File: src/rtl/ibuf_ctrl_if.sv
// Stream, ibuf write port and CIM tile handshake bundle for ibuf_ctrl.
// slave is the controller's view; master is the upstream/tile view.
interface ibuf_ctrl_if #(
  parameter int datatype_size = 8,
  parameter int fifo_length   = 5
);
  localparam int CNT_W = $clog2(fifo_length + 1);

  logic                     i_data_valid;
  logic                     o_data_ready;
  logic [datatype_size-1:0] i_data;
  logic                     i_last;
  logic                     o_ibuf_we;
  logic [datatype_size-1:0] o_ibuf_data;
  logic                     o_cim_start;
  logic                     i_cim_done;
  logic                     o_busy;
  logic [CNT_W-1:0]         o_fill_count;

  modport slave (
    input  i_data_valid, i_data, i_last, i_cim_done,
    output o_data_ready, o_ibuf_we, o_ibuf_data, o_cim_start, o_busy, o_fill_count
  );

  modport master (
    output i_data_valid, i_data, i_last, i_cim_done,
    input  o_data_ready, o_ibuf_we, o_ibuf_data, o_cim_start, o_busy, o_fill_count
  );
endinterface

File: src/rtl/ibuf_ctrl.sv
// Write-side sequencer for the CIM input shift buffer: fill, zero-pad,
// start the tile, then hold off new input until the tile reports done.
//
// state | meaning
// FILL  | accepting upstream elements
// PAD   | writing zeros until the buffer holds fifo_length entries
// START | last write landed; cim start pulse issued next cycle
// WAIT  | tile computing; input blocked until i_cim_done
module ibuf_ctrl #(
  parameter int datatype_size = 8,
  parameter int fifo_length   = 5
) (
  input  logic        clk,
  input  logic        rst,
  ibuf_ctrl_if.slave  bus
);
  localparam int CNT_W = $clog2(fifo_length + 1);
  localparam logic [CNT_W-1:0] LEN = CNT_W'(fifo_length);

  typedef enum logic [1:0] {
    S_FILL  = 2'd0,
    S_PAD   = 2'd1,
    S_START = 2'd2,
    S_WAIT  = 2'd3
  } state_t;

  state_t                   state_q, state_d;
  logic [CNT_W-1:0]         count_q, count_d;
  logic                     we_q, we_d;
  logic [datatype_size-1:0] data_q, data_d;
  logic                     start_q, start_d;
  logic                     xfer;
  logic [CNT_W-1:0]         count_inc;

  // Ready depends on state only so upstream never sees a valid->ready loop.
  assign bus.o_data_ready = (state_q == S_FILL) & ~rst;
  assign xfer             = bus.i_data_valid & bus.o_data_ready;
  assign count_inc        = count_q + CNT_W'(1);

  always_comb begin
    state_d = state_q;
    count_d = count_q;
    we_d    = 1'b0;
    data_d  = data_q;
    start_d = 1'b0;
    case (state_q)
      S_FILL: begin
        if (xfer) begin
          we_d    = 1'b1;
          data_d  = bus.i_data;
          count_d = count_inc;
          if (count_inc == LEN)  state_d = S_START;
          else if (bus.i_last)   state_d = S_PAD;
        end
      end
      S_PAD: begin
        we_d    = 1'b1;
        data_d  = '0;
        count_d = count_inc;
        if (count_inc == LEN) state_d = S_START;
      end
      S_START: begin
        start_d = 1'b1;
        state_d = S_WAIT;
      end
      S_WAIT: begin
        if (bus.i_cim_done) begin
          count_d = '0;
          state_d = S_FILL;
        end
      end
      default: state_d = S_FILL;
    endcase
  end

  always_ff @(posedge clk) begin
    if (rst) begin
      state_q <= S_FILL;
      count_q <= '0;
      we_q    <= 1'b0;
      data_q  <= '0;
      start_q <= 1'b0;
    end else begin
      state_q <= state_d;
      count_q <= count_d;
      we_q    <= we_d;
      data_q  <= data_d;
      start_q <= start_d;
    end
  end

  assign bus.o_ibuf_we    = we_q;
  assign bus.o_ibuf_data  = data_q;
  assign bus.o_cim_start  = start_q;
  assign bus.o_busy       = (state_q != S_FILL);
  assign bus.o_fill_count = count_q;
endmodule

File: src/flat_wrapper.sv
// flat-port wrapper written by rule: the top's interface ports become plain ports
module ibuf_ctrl_flat 
#(
  parameter int datatype_size = 8,
  parameter int fifo_length   = 5
)
  (clk, rst, bus_i_data_valid, bus_i_data, bus_i_last, bus_i_cim_done, bus_o_data_ready, bus_o_ibuf_we, bus_o_ibuf_data, bus_o_cim_start, bus_o_busy, bus_o_fill_count);
  ibuf_ctrl_if #(.datatype_size(datatype_size), .fifo_length(fifo_length)) bus_i ();
  input  logic clk;
  input  logic rst;
  input wire logic [$bits(bus_i.i_data_valid)-1:0] bus_i_data_valid;
  input wire logic [$bits(bus_i.i_data)-1:0] bus_i_data;
  input wire logic [$bits(bus_i.i_last)-1:0] bus_i_last;
  input wire logic [$bits(bus_i.i_cim_done)-1:0] bus_i_cim_done;
  output wire logic [$bits(bus_i.o_data_ready)-1:0] bus_o_data_ready;
  output wire logic [$bits(bus_i.o_ibuf_we)-1:0] bus_o_ibuf_we;
  output wire logic [$bits(bus_i.o_ibuf_data)-1:0] bus_o_ibuf_data;
  output wire logic [$bits(bus_i.o_cim_start)-1:0] bus_o_cim_start;
  output wire logic [$bits(bus_i.o_busy)-1:0] bus_o_busy;
  output wire logic [$bits(bus_i.o_fill_count)-1:0] bus_o_fill_count;
  assign bus_i.i_data_valid = bus_i_data_valid;
  assign bus_i.i_data = bus_i_data;
  assign bus_i.i_last = bus_i_last;
  assign bus_i.i_cim_done = bus_i_cim_done;
  assign bus_o_data_ready = bus_i.o_data_ready;
  assign bus_o_ibuf_we = bus_i.o_ibuf_we;
  assign bus_o_ibuf_data = bus_i.o_ibuf_data;
  assign bus_o_cim_start = bus_i.o_cim_start;
  assign bus_o_busy = bus_i.o_busy;
  assign bus_o_fill_count = bus_i.o_fill_count;
  ibuf_ctrl #(.datatype_size(datatype_size), .fifo_length(fifo_length)) u_core (.clk(clk), .rst(rst), .bus(bus_i));
endmodule
File: config.mk
export PLATFORM = sky130hd
export DESIGN_NAME = ibuf_ctrl_flat
export DESIGN_NICKNAME = d
export VERILOG_FILES = /design/src/rtl/ibuf_ctrl_if.sv /design/src/rtl/ibuf_ctrl.sv /design/src/flat_wrapper.sv
export SDC_FILE = /design/constraint.sdc
export NUM_CORES = 1
export LEC_CHECK = 0
export ABC_AREA = 1
export CAP_MARGIN = 20
export CORE_MARGIN = 2
export CORE_UTILIZATION = 56
export CTS_BUF_LIST = sky130_fd_sc_hd__clkbuf_8
export DETAILED_ROUTE_END_ITERATION = 7
export DONT_BUFFER_PORTS = 1
export PLACE_DENSITY = 0.85
export SYNTH_ARGS = -nofsm -noshare
export SYNTH_HDL_FRONTEND = slang
export SYNTH_SLANG_ARGS = --single-unit
File: constraint.sdc
create_clock -name clk -period 1.2 [get_ports clk]
set_input_delay 0.06 -clock clk [delete_from_list [all_inputs] [get_ports clk]]
set_output_delay 0.06 -clock clk [all_outputs]
set_load 0.01 [all_outputs]
# Word level (Yosys, flattened, before mapping)
# Index checks and enable logic that the tools add are counted.
# W data, S select, Z words.
# totals
reg_bits	15
# op_classes
add_sub_neg	1
mux	14
n_eq_ne	8
reduce_logical	7
n_bitwise	3
# op_table
operator	count
$pmux W8 S2	1
$mux W2	5
$pmux W3 S3	1
$mux W8	1
$pmux W2 S4	1
$mux W3	2
$eq A2 B2 Y1 const B	2
$ne A2 B1 Y1 const B	2
$reduce_and A4 Y1	1
$reduce_bool A2 Y1	2
$add A3 B1 Y3 const B	1
$eq A3 B3 Y1 const B	1
$ne A3 B3 Y1 const B	1
$reduce_and A3 Y1	1
$reduce_bool A3 Y1	1
$and A1 B1 Y1	2
$eq A2 B1 Y1 const B	1
$logic_not A2 Y1	1
$mux W1	2
$ne A2 B2 Y1 const B	1
$pmux W1 S2	1
$reduce_and A2 Y1	1
$not A1 Y1	1

# Longest topological paths before layout
# Gate-level depths: netlist (run 1).
# logic_depth
ltp_word	5
ltp_mapped	9
depth_no_buf	9

# Worst setup path before layout (run 1)
# No wires, ideal clock.
# synth_path
path_type	reg2reg
startpoint	register u_core.state_q[0]
endpoint	register u_core.data_q[0] (netlist: u_core.bus.o_ibuf_data[0])
setup_time_ns	0.132
path_buffers	0
stages_incl_launch_ff	10
path_slack_ns	-0.101
period_less_slack_ns	1.301
t_arrival_ns	1.169
path_cell_list	dfxtp_1 -> inv_1 -> ha_1 -> inv_2 -> nor2_4 -> nand2_4 -> o21ai_1 -> inv_2 -> nand2_1 -> a21oi_1
# synth_via
elab_chain_len	5
word_cells_on_any_way	8
classes_between	2 x eq/ne; 1 x mux; 2 x bitwise; 3 x reduce/logical
# synth_lines
element	line	text
start, declared	ibuf_ctrl.sv:27	state_t state_q, state_d;
start signal, assigned	ibuf_ctrl.sv:84	state_q <= state_d;
$logic_not A2 Y1	ibuf_ctrl.sv:36	assign bus.o_data_ready = (state_q == S_FILL) & ~rst;
$and A1 B1 Y1	ibuf_ctrl.sv:36	
via bus_o_data_ready	flat_wrapper.sv:15	output wire logic [$bits(bus_i.o_data_ready)-1:0] bus_o_data_ready;
$and A1 B1 Y1	ibuf_ctrl.sv:37	assign xfer = bus.i_data_valid & bus.o_data_ready;
$ne A2 B1 Y1 (no source line)	n/a	
$reduce_and A2 Y1 (no source line)	n/a	
end signal, assigned	ibuf_ctrl.sv:87	data_q <= data_d;
end, declared	ibuf_ctrl.sv:30	logic [datatype_size-1:0] data_q, data_d;
# The timed path passes the listed nets, and every way through them passes these cells.
# A chain may end at the register's enable or synchronous reset.

# Worst setup path after layout (run 1)
# layout_path
startpoint	register u_core.state_q[1]
endpoint	register u_core.count_q[2] (netlist: u_core.bus.o_fill_count[2])
# layout_via
elab_chain_len	5
word_cells_on_any_way	10
classes_between	4 x eq/ne; 1 x mux; 2 x bitwise; 3 x reduce/logical
# layout_lines
element	line	text
$logic_not A2 Y1	ibuf_ctrl.sv:36, ibuf_ctrl.sv:46	
$and A1 B1 Y1	ibuf_ctrl.sv:36	
$and A1 B1 Y1	ibuf_ctrl.sv:37	
$ne A2 B1 Y1 (no source line)	n/a	
$reduce_and A3 Y1 (no source line)	n/a	
end signal, assigned	ibuf_ctrl.sv:85	count_q <= count_d;
end, declared	ibuf_ctrl.sv:28	logic [CNT_W-1:0] count_q, count_d;
# Several ways; a longest one is shown, not always the timed one.

==> results of run 1 <==
synthesized netlist by cell type, types with 2 or more instances:
cell type and number:
nand2_2 2, inv_1 11, nor2_2 3, dfxtp_1 15, nor2_1 11, nand2_1 33
a21oi_1 9, inv_2 3, nand3_1 4, ha_1 7
layout by cell type, fill, tap and decap left out, types with 2 or more instances in the layout:
cell,instances
ha_2,2
dfxtp_2,4
nor2_2,4
inv_1,6
ha_1,4
a21oi_2,4
dfxtp_1,11
clkbuf_8,3
nor2_4,3
nand2_4,2
nand3_1,2
nor2_1,8
nand2_2,5
nand2_1,29
a21oi_1,5
nand3_2,2
buf_6,4
buf_4,10
inv_2,7
state kept, by name, indices dropped and copies added, names as in the netlist:
register	cells
u_core.state_q	2
u_core.bus.o_ibuf_we	1
u_core.bus.o_fill_count	3
u_core.bus.o_ibuf_data	8
u_core.bus.o_cim_start	1
logic make-up (layout without fill, tap and decap cells):
family,count (synthesis),after routing,share of synthesized area (%)
AOI/OAI and AO/OA,12,12,8.25
adders and majority gates,7,7,11.3
buffers and inverters,15,33,7.28
DFF,15,15,38.8
and+or+nand+nor,57,57,34.3
power by group:
part	total [mW]	leakage, nW	switching, mW	internal, mW
clock	0.413	0.0269	0.186	0.227
sequential	0.743	0.124	0.121	0.622
combinational	1.29	0.328	0.731	0.560
routing by layer:
metal / vias up / part of all wire (%) / global-route usage, %
met3: 13 / 7.8 / 4.89
met1: 325 / 36 / 24.4
met5: - / 0 / 0
li1: 364 / - / -
met4: 0 / 4.1 / 12.1
met2: 40 / 52 / 43.0
area by class of cell:
cell class | instances | area, um2 | area share [%]
Tap cell | 15 | 18.8 | 1.77
Timing Repair Buffer | 15 | 130 | 12.2
Inverter | 14 | 60.1 | 5.65
Multi-Input combinational cell | 76 | 503 | 47.3
Sequential cell | 15 | 305 | 28.7
Clock inverter | 1 | 3.75 | 0.353
Clock buffer | 3 | 41.3 | 3.89
how the worst max path moves through the flow:
stage	startpoint	endpoint	slack [ns]	cells after the start
final	u_core.state_q[1]	u_core.bus.o_fill_count[2]	-0.08	9
after global routing	u_core.state_q[1]	u_core.bus.o_ibuf_data[4]	-0.16	8
after CTS	u_core.state_q[1]	u_core.bus.o_ibuf_data[2]	-0.05	8
after detailed placement	u_core.state_q[1]	u_core.state_q[0]	-0.09	9
after global placement	u_core.state_q[0]	u_core.state_q[0]	-0.01	7
after floorplan	u_core.state_q[1]	u_core.bus.o_ibuf_data[0]	-0.02	9
critical path, delay by kind of cell (launching register included):
| family | cells | cell delay [ns] |
|---|---|---|
| and+or+nand+nor | 4 | 0.36 |
| adders and majority gates | 1 | 0.17 |
| buffers and inverters | 3 | 0.25 |
| AOI/OAI and AO/OA | 1 | 0.04 |
| DFF | 1 | 0.36 |
repair_timing:
action | in CTS | in global routing
gates resized for setup | 8 | 20
pin swaps | 3 | 6
buffers inserted | 1 | 3
setup endpoints to repair | 14 | 15
hold endpoints to repair | 11 | 10
through the flow:
stage / setup TNS, ns / utilization (%) / hold slack, ns
2_1_floorplan: -0.138 / - / 0.146
5_1_grt: -1.77 / 81.6 / -0.145
3_5_place_dp: -0.594 / 68.6 / 0.132
6_report: -0.863 / 81.6 / -0.142
3_3_place_gp: -0.0158 / 68.6 / 0.131
4_1_cts: -0.401 / 74.3 / -0.124
==> results_dict.tcl, run 1 <==
set metrics [dict create \
    clock.fmax_ghz 0.779 \
    critPathMaxStageDelay_ns 0.36 \
    nets 145 \
    dieHeight_um 41.2 \
    period_share_pct 107 \
    syn_inst 106 \
    finalHoldViolations 10 \
    finalNonFillerCells 139 \
    powerDensity_mw_per_mm2 2300 \
    rr_worst_depth 9 \
    reg2reg_to "u_core.bus.o_fill_count[2]" \
    peakVddDrop_mv 1.35 \
    antenna_cells 0 \
    drive_above_1_share_pct 45.2 \
    final_area_mm2 0.00106 \
    first_global_vias 608 \
    status "complete, but fails checks" \
    pre_cts_slack_ns -0.0850 \
    dieWidth_um 41.2 \
    synth_edf_count 0 \
    htreeDepth 1 \
    cts.hold.buffers_added 1 \
    power_mw 2.45 \
    fill_cells 80 \
    wl_um 2130 \
    root_buffer "clkbuf_8" \
    p_leak_nw 0.479 \
    synth_area_leaders "dfxtp_1 (39%), nand2_1 (16%), ha_1 (11%)" \
    grt_setup_unrepaired "true" \
    crit_arrival_ns 1.44 \
    relSlewSlack_pct 86.9 \
    track_usage_pct 23.3 \
    worst_r2r_startpoint "u_core.state_q[1]" \
    violations "hold timing, setup timing" \
    synthFlopType "dfxtp_1" \
    drtPass1Iterations 4 \
    reg2reg_slack_ns -0.08 \
    dpl.hpwl_um 1360 \
    grt-ovfl-total 0 \
    drt_iter0_drc 15 \
    hold_start "rst" \
    synth_fp_nets 126 \
    vias_per_cell 5.34 \
    clock_skew_ns 0.00372 \
    path_cells "inv_4 > ha_4 > inv_6 > a21oi_4 > nor2_4 > buf_6 > nand3_2 > nand2_1 > nor2_1" \
    initial_core_util_pct 59.4 \
    ios 28 \
    grt_max_degree 13 \
    dieArea_mm2 0.00169 \
    hold_depth 1 \
    area_growth_pct 37.4 \
    rows 13 \
    gp_congestion 0.843 \
    maxCapViolCount 0 \
    drc_errors 0 \
    cts.sinks 15 \
    critical_path_required_ns 1.36 \
    whs_ns -0.142 \
    ant_nets 0 \
    setup_viol 14 \
    yosys_warnings 0 \
    core_mm2 0.00130 \
    port_buffers 0 \
    min_to "u_core.bus.o_ibuf_data[0]" \
    endpoint_kind "flop" \
    clk_pin_slew_worst_paths_ns 0.06 \
    async_flop_share_pct 0 \
    place_inst 130 \
    clockBufferDepth 2 \
    setup_ws_ns -0.0841 \
    grt_pass1_wl_um 2460 \
    vias 742 \
    cts_buffers 3 \
    yosysTopAreaCellShare_pct 38.8 \
    cts_tree "built" \
    slowest_stage "dfxtp_2" \
    antenna_found_initial 0 \
    cp-start-kind "flop" \
    yosys.cell_types.count 18 \
    fin_crit_ns 1.28 \
    syn-mean-instance-area_um2 7.29 \
    yosysTopAreaCell "dfxtp_1" \
    drv_slew 0 \
    post_dp_cell_area_um2 892 \
    worstMarginPinSlew_ns 0.195 \
    holdCritPathClass "in2reg" \
    clk_latency_ns 0.26 \
    ys_seq_area_share_pct 38.8 \
    crit_type "reg2reg" \
    cp_max_fo 4 \
    synth-seq-cells 15 \
    wire_per_inst_um 15.3 \
    syn-cell-area_um2 773 \
]
No activity file was read; power rests on OpenSTA's default activity.
==> run 2, diff against run 1 <==
- CELL_PAD_IN_SITES_DETAIL_PLACEMENT: unset -> 0
- CELL_PAD_IN_SITES_GLOBAL_PLACEMENT: unset -> 1
- CORE_UTILIZATION: 56 -> 40
- PLACE_DENSITY: 0.85 -> 0.87
- SETUP_SLACK_MARGIN: unset -> 0.15
- SLEW_MARGIN: unset -> 20
==> results_dict.tcl, run 2 (synthesis gave the netlist of run 1 again) <==
set metrics [dict create \
    ios 28 \
    clk_pin_slew_worst_paths_ns 0.06 \
    setup_total_negative_slack_ns -0.169 \
    critical_path_required_ns 1.14 \
    peakVddDrop_mv 1.01 \
    htreeDepth 1 \
    path_buf_inv 4 \
    cts.hold.buffers_added 3 \
    drv_slew 0 \
    period_share_pct 103 \
    place_inst 144 \
    root_buffer "clkbuf_8" \
    wire_per_inst_um 11.3 \
    nets 149 \
    drive_above_1_share_pct 44.5 \
    final_area_mm2 0.00109 \
    dpl.hpwl_um 1230 \
    grt-ovfl-total 0 \
    antenna_found_initial 0 \
    area_growth_pct 40.9 \
    ant_nets 0 \
    clock_skew_ns 0.00136 \
    grt_max_degree 13 \
    wl_um 1720 \
    p_switching_mw 0.936 \
    fin_crit_ns 1.23 \
    core_mm2 0.00176 \
    cts.sinks 15 \
    port_buffers 0 \
    holdCritPathClass "in2reg" \
    final_cell_mix "nand2_1 (31), buf_4 (14), dfxtp_1 (11), inv_1 (7), nor2_1 (7)" \
    status "complete, but fails checks" \
    power_mw 2.33 \
    dieArea_mm2 0.00230 \
    internal_power_mw 1.39 \
    post_dp_cell_area_um2 935 \
    reg2reg_slack_ns -0.02 \
    setup_viol 11 \
    finalHoldViolations 10 \
    antenna_cells 0 \
    comb_power_share_pct 50.9 \
    endpoint_kind "output pin" \
    dieHeight_um 48.0 \
    p_sw_share_pct 40.2 \
    maxCapViolCount 0 \
    mostFrequentLayoutCell "nand2_1" \
    crit_arrival_ns 1.17 \
    p_leak_nw 0.483 \
    cp_max_fo 4 \
    worstMarginPinSlew_ns 0.153 \
    drc_errors 0 \
    relSlewSlack_pct 89.7 \
    final_util_pct 61.8 \
    slowest_stage "dfxtp_2" \
    clockBufferDepth 2 \
    finalNonFillerCells 153 \
    drtPass1Iterations 2 \
    pre_cts_slack_ns -0.0529 \
    grt_setup_unrepaired "true" \
    crit_family "buffers and inverters" \
    cts_buffers 3 \
    clk_latency_ns 0.25 \
    drt_iter0_drc 6 \
    track_usage_pct 14.9 \
    critPathMaxStageDelay_ns 0.35 \
    largest_reg_flops 8 \
    path_cells "inv_2 > ha_4 > inv_4 > nor2_4 > buf_4 > buf_6" \
    rows 15 \
    cp-start-kind "flop" \
    whs_ns -0.133 \
    p_seq_share_pct 31.5 \
    first_global_vias 556 \
    violations "hold timing, setup timing" \
    clock.fmax_ghz 0.811 \
    clkPwrFrac_pct 17.6 \
    gp_congestion 0.807 \
    powerDensity_mw_per_mm2 2140 \
    cts_tree "built" \
    crit_type "reg2out" \
    initial_core_util_pct 43.8 \
    dieWidth_um 48.0 \
    vias 710 \
    vias_per_cell 4.64 \
    grt_pass1_wl_um 2300 \
    setup_ws_ns -0.0331 \
]
==> run 2: cell count changes in the layout (fill, tap and decap cells not counted), sizes merged <==
cell         delta
buf             +2
clkinv          +1
dlygate4sd3     +2
inv             -1
==> run 2: repair_timing <==
| action | in CTS | in global routing |
|---|---|---|
| setup buffers | 2 | 0 |
| gates resized for setup | 7 | 13 |
| endpoints found under the hold margin | 13 | 10 |
| cloned | 0 | 0 |
| pin swaps | 6 | 2 |
| setup endpoints to repair | 16 | 16 |
==> run 2: layout make-up <==
| cell class | count | area [um2] |
|---|---|---|
| fill | 170 | 674 |
| multi-input combinational | 76 | 492 |
| clock inverter | 1 | 5.00 |
| tap | 25 | 31.3 |
| clock buffer | 3 | 41.3 |
| inverter | 14 | 57.6 |
| sequential | 15 | 305 |
| timing repair buffer | 19 | 158 |
==> run 2: power groups by stage <==
stage	combinational [mW]	clock (mW)	sequential [mW]
floorplan	0.702	0	0.738
global placement	1.02	0	0.731
detailed placement	1.03	0	0.737
CTS	1.11	0.424	0.726
global route	1.32	0.437	0.749
finish	1.18	0.410	0.733
==> run 2: worst register-to-register path, delay by kind of cell (launching register included) <==
kind / cells / cell delay, ns
flops: 1 / 0.34
compound gates: 1 / 0.13
buf+inv: 2 / 0.13
fa+ha+maj: 1 / 0.15
simple gates: 4 / 0.42
==> run 2: per-layer routing <==
metal	wire length, um	GRT usage [%]	vias to the layer above	part of all wire [%]
met5	0	0	-	0
met4	11	8.11	0	0.64
met3	114	7.17	2	6.6
met2	831	21.9	19	48
met1	764	17.6	318	44
li1	-	-	371	-
==> run 2: worst paths after layout <==
| path | start | cells past startpoint | end |
|---|---|---|---|
| max | u_core.state_q[0] | 6 | bus_o_data_ready |
| min | rst | 1 | u_core.bus.o_ibuf_data[6] |
| max reg2reg | u_core.state_q[0] | 8 | u_core.bus.o_ibuf_data[6] |
| min reg2reg | u_core.bus.o_ibuf_data[7] | 2 | u_core.bus.o_ibuf_data[7] |
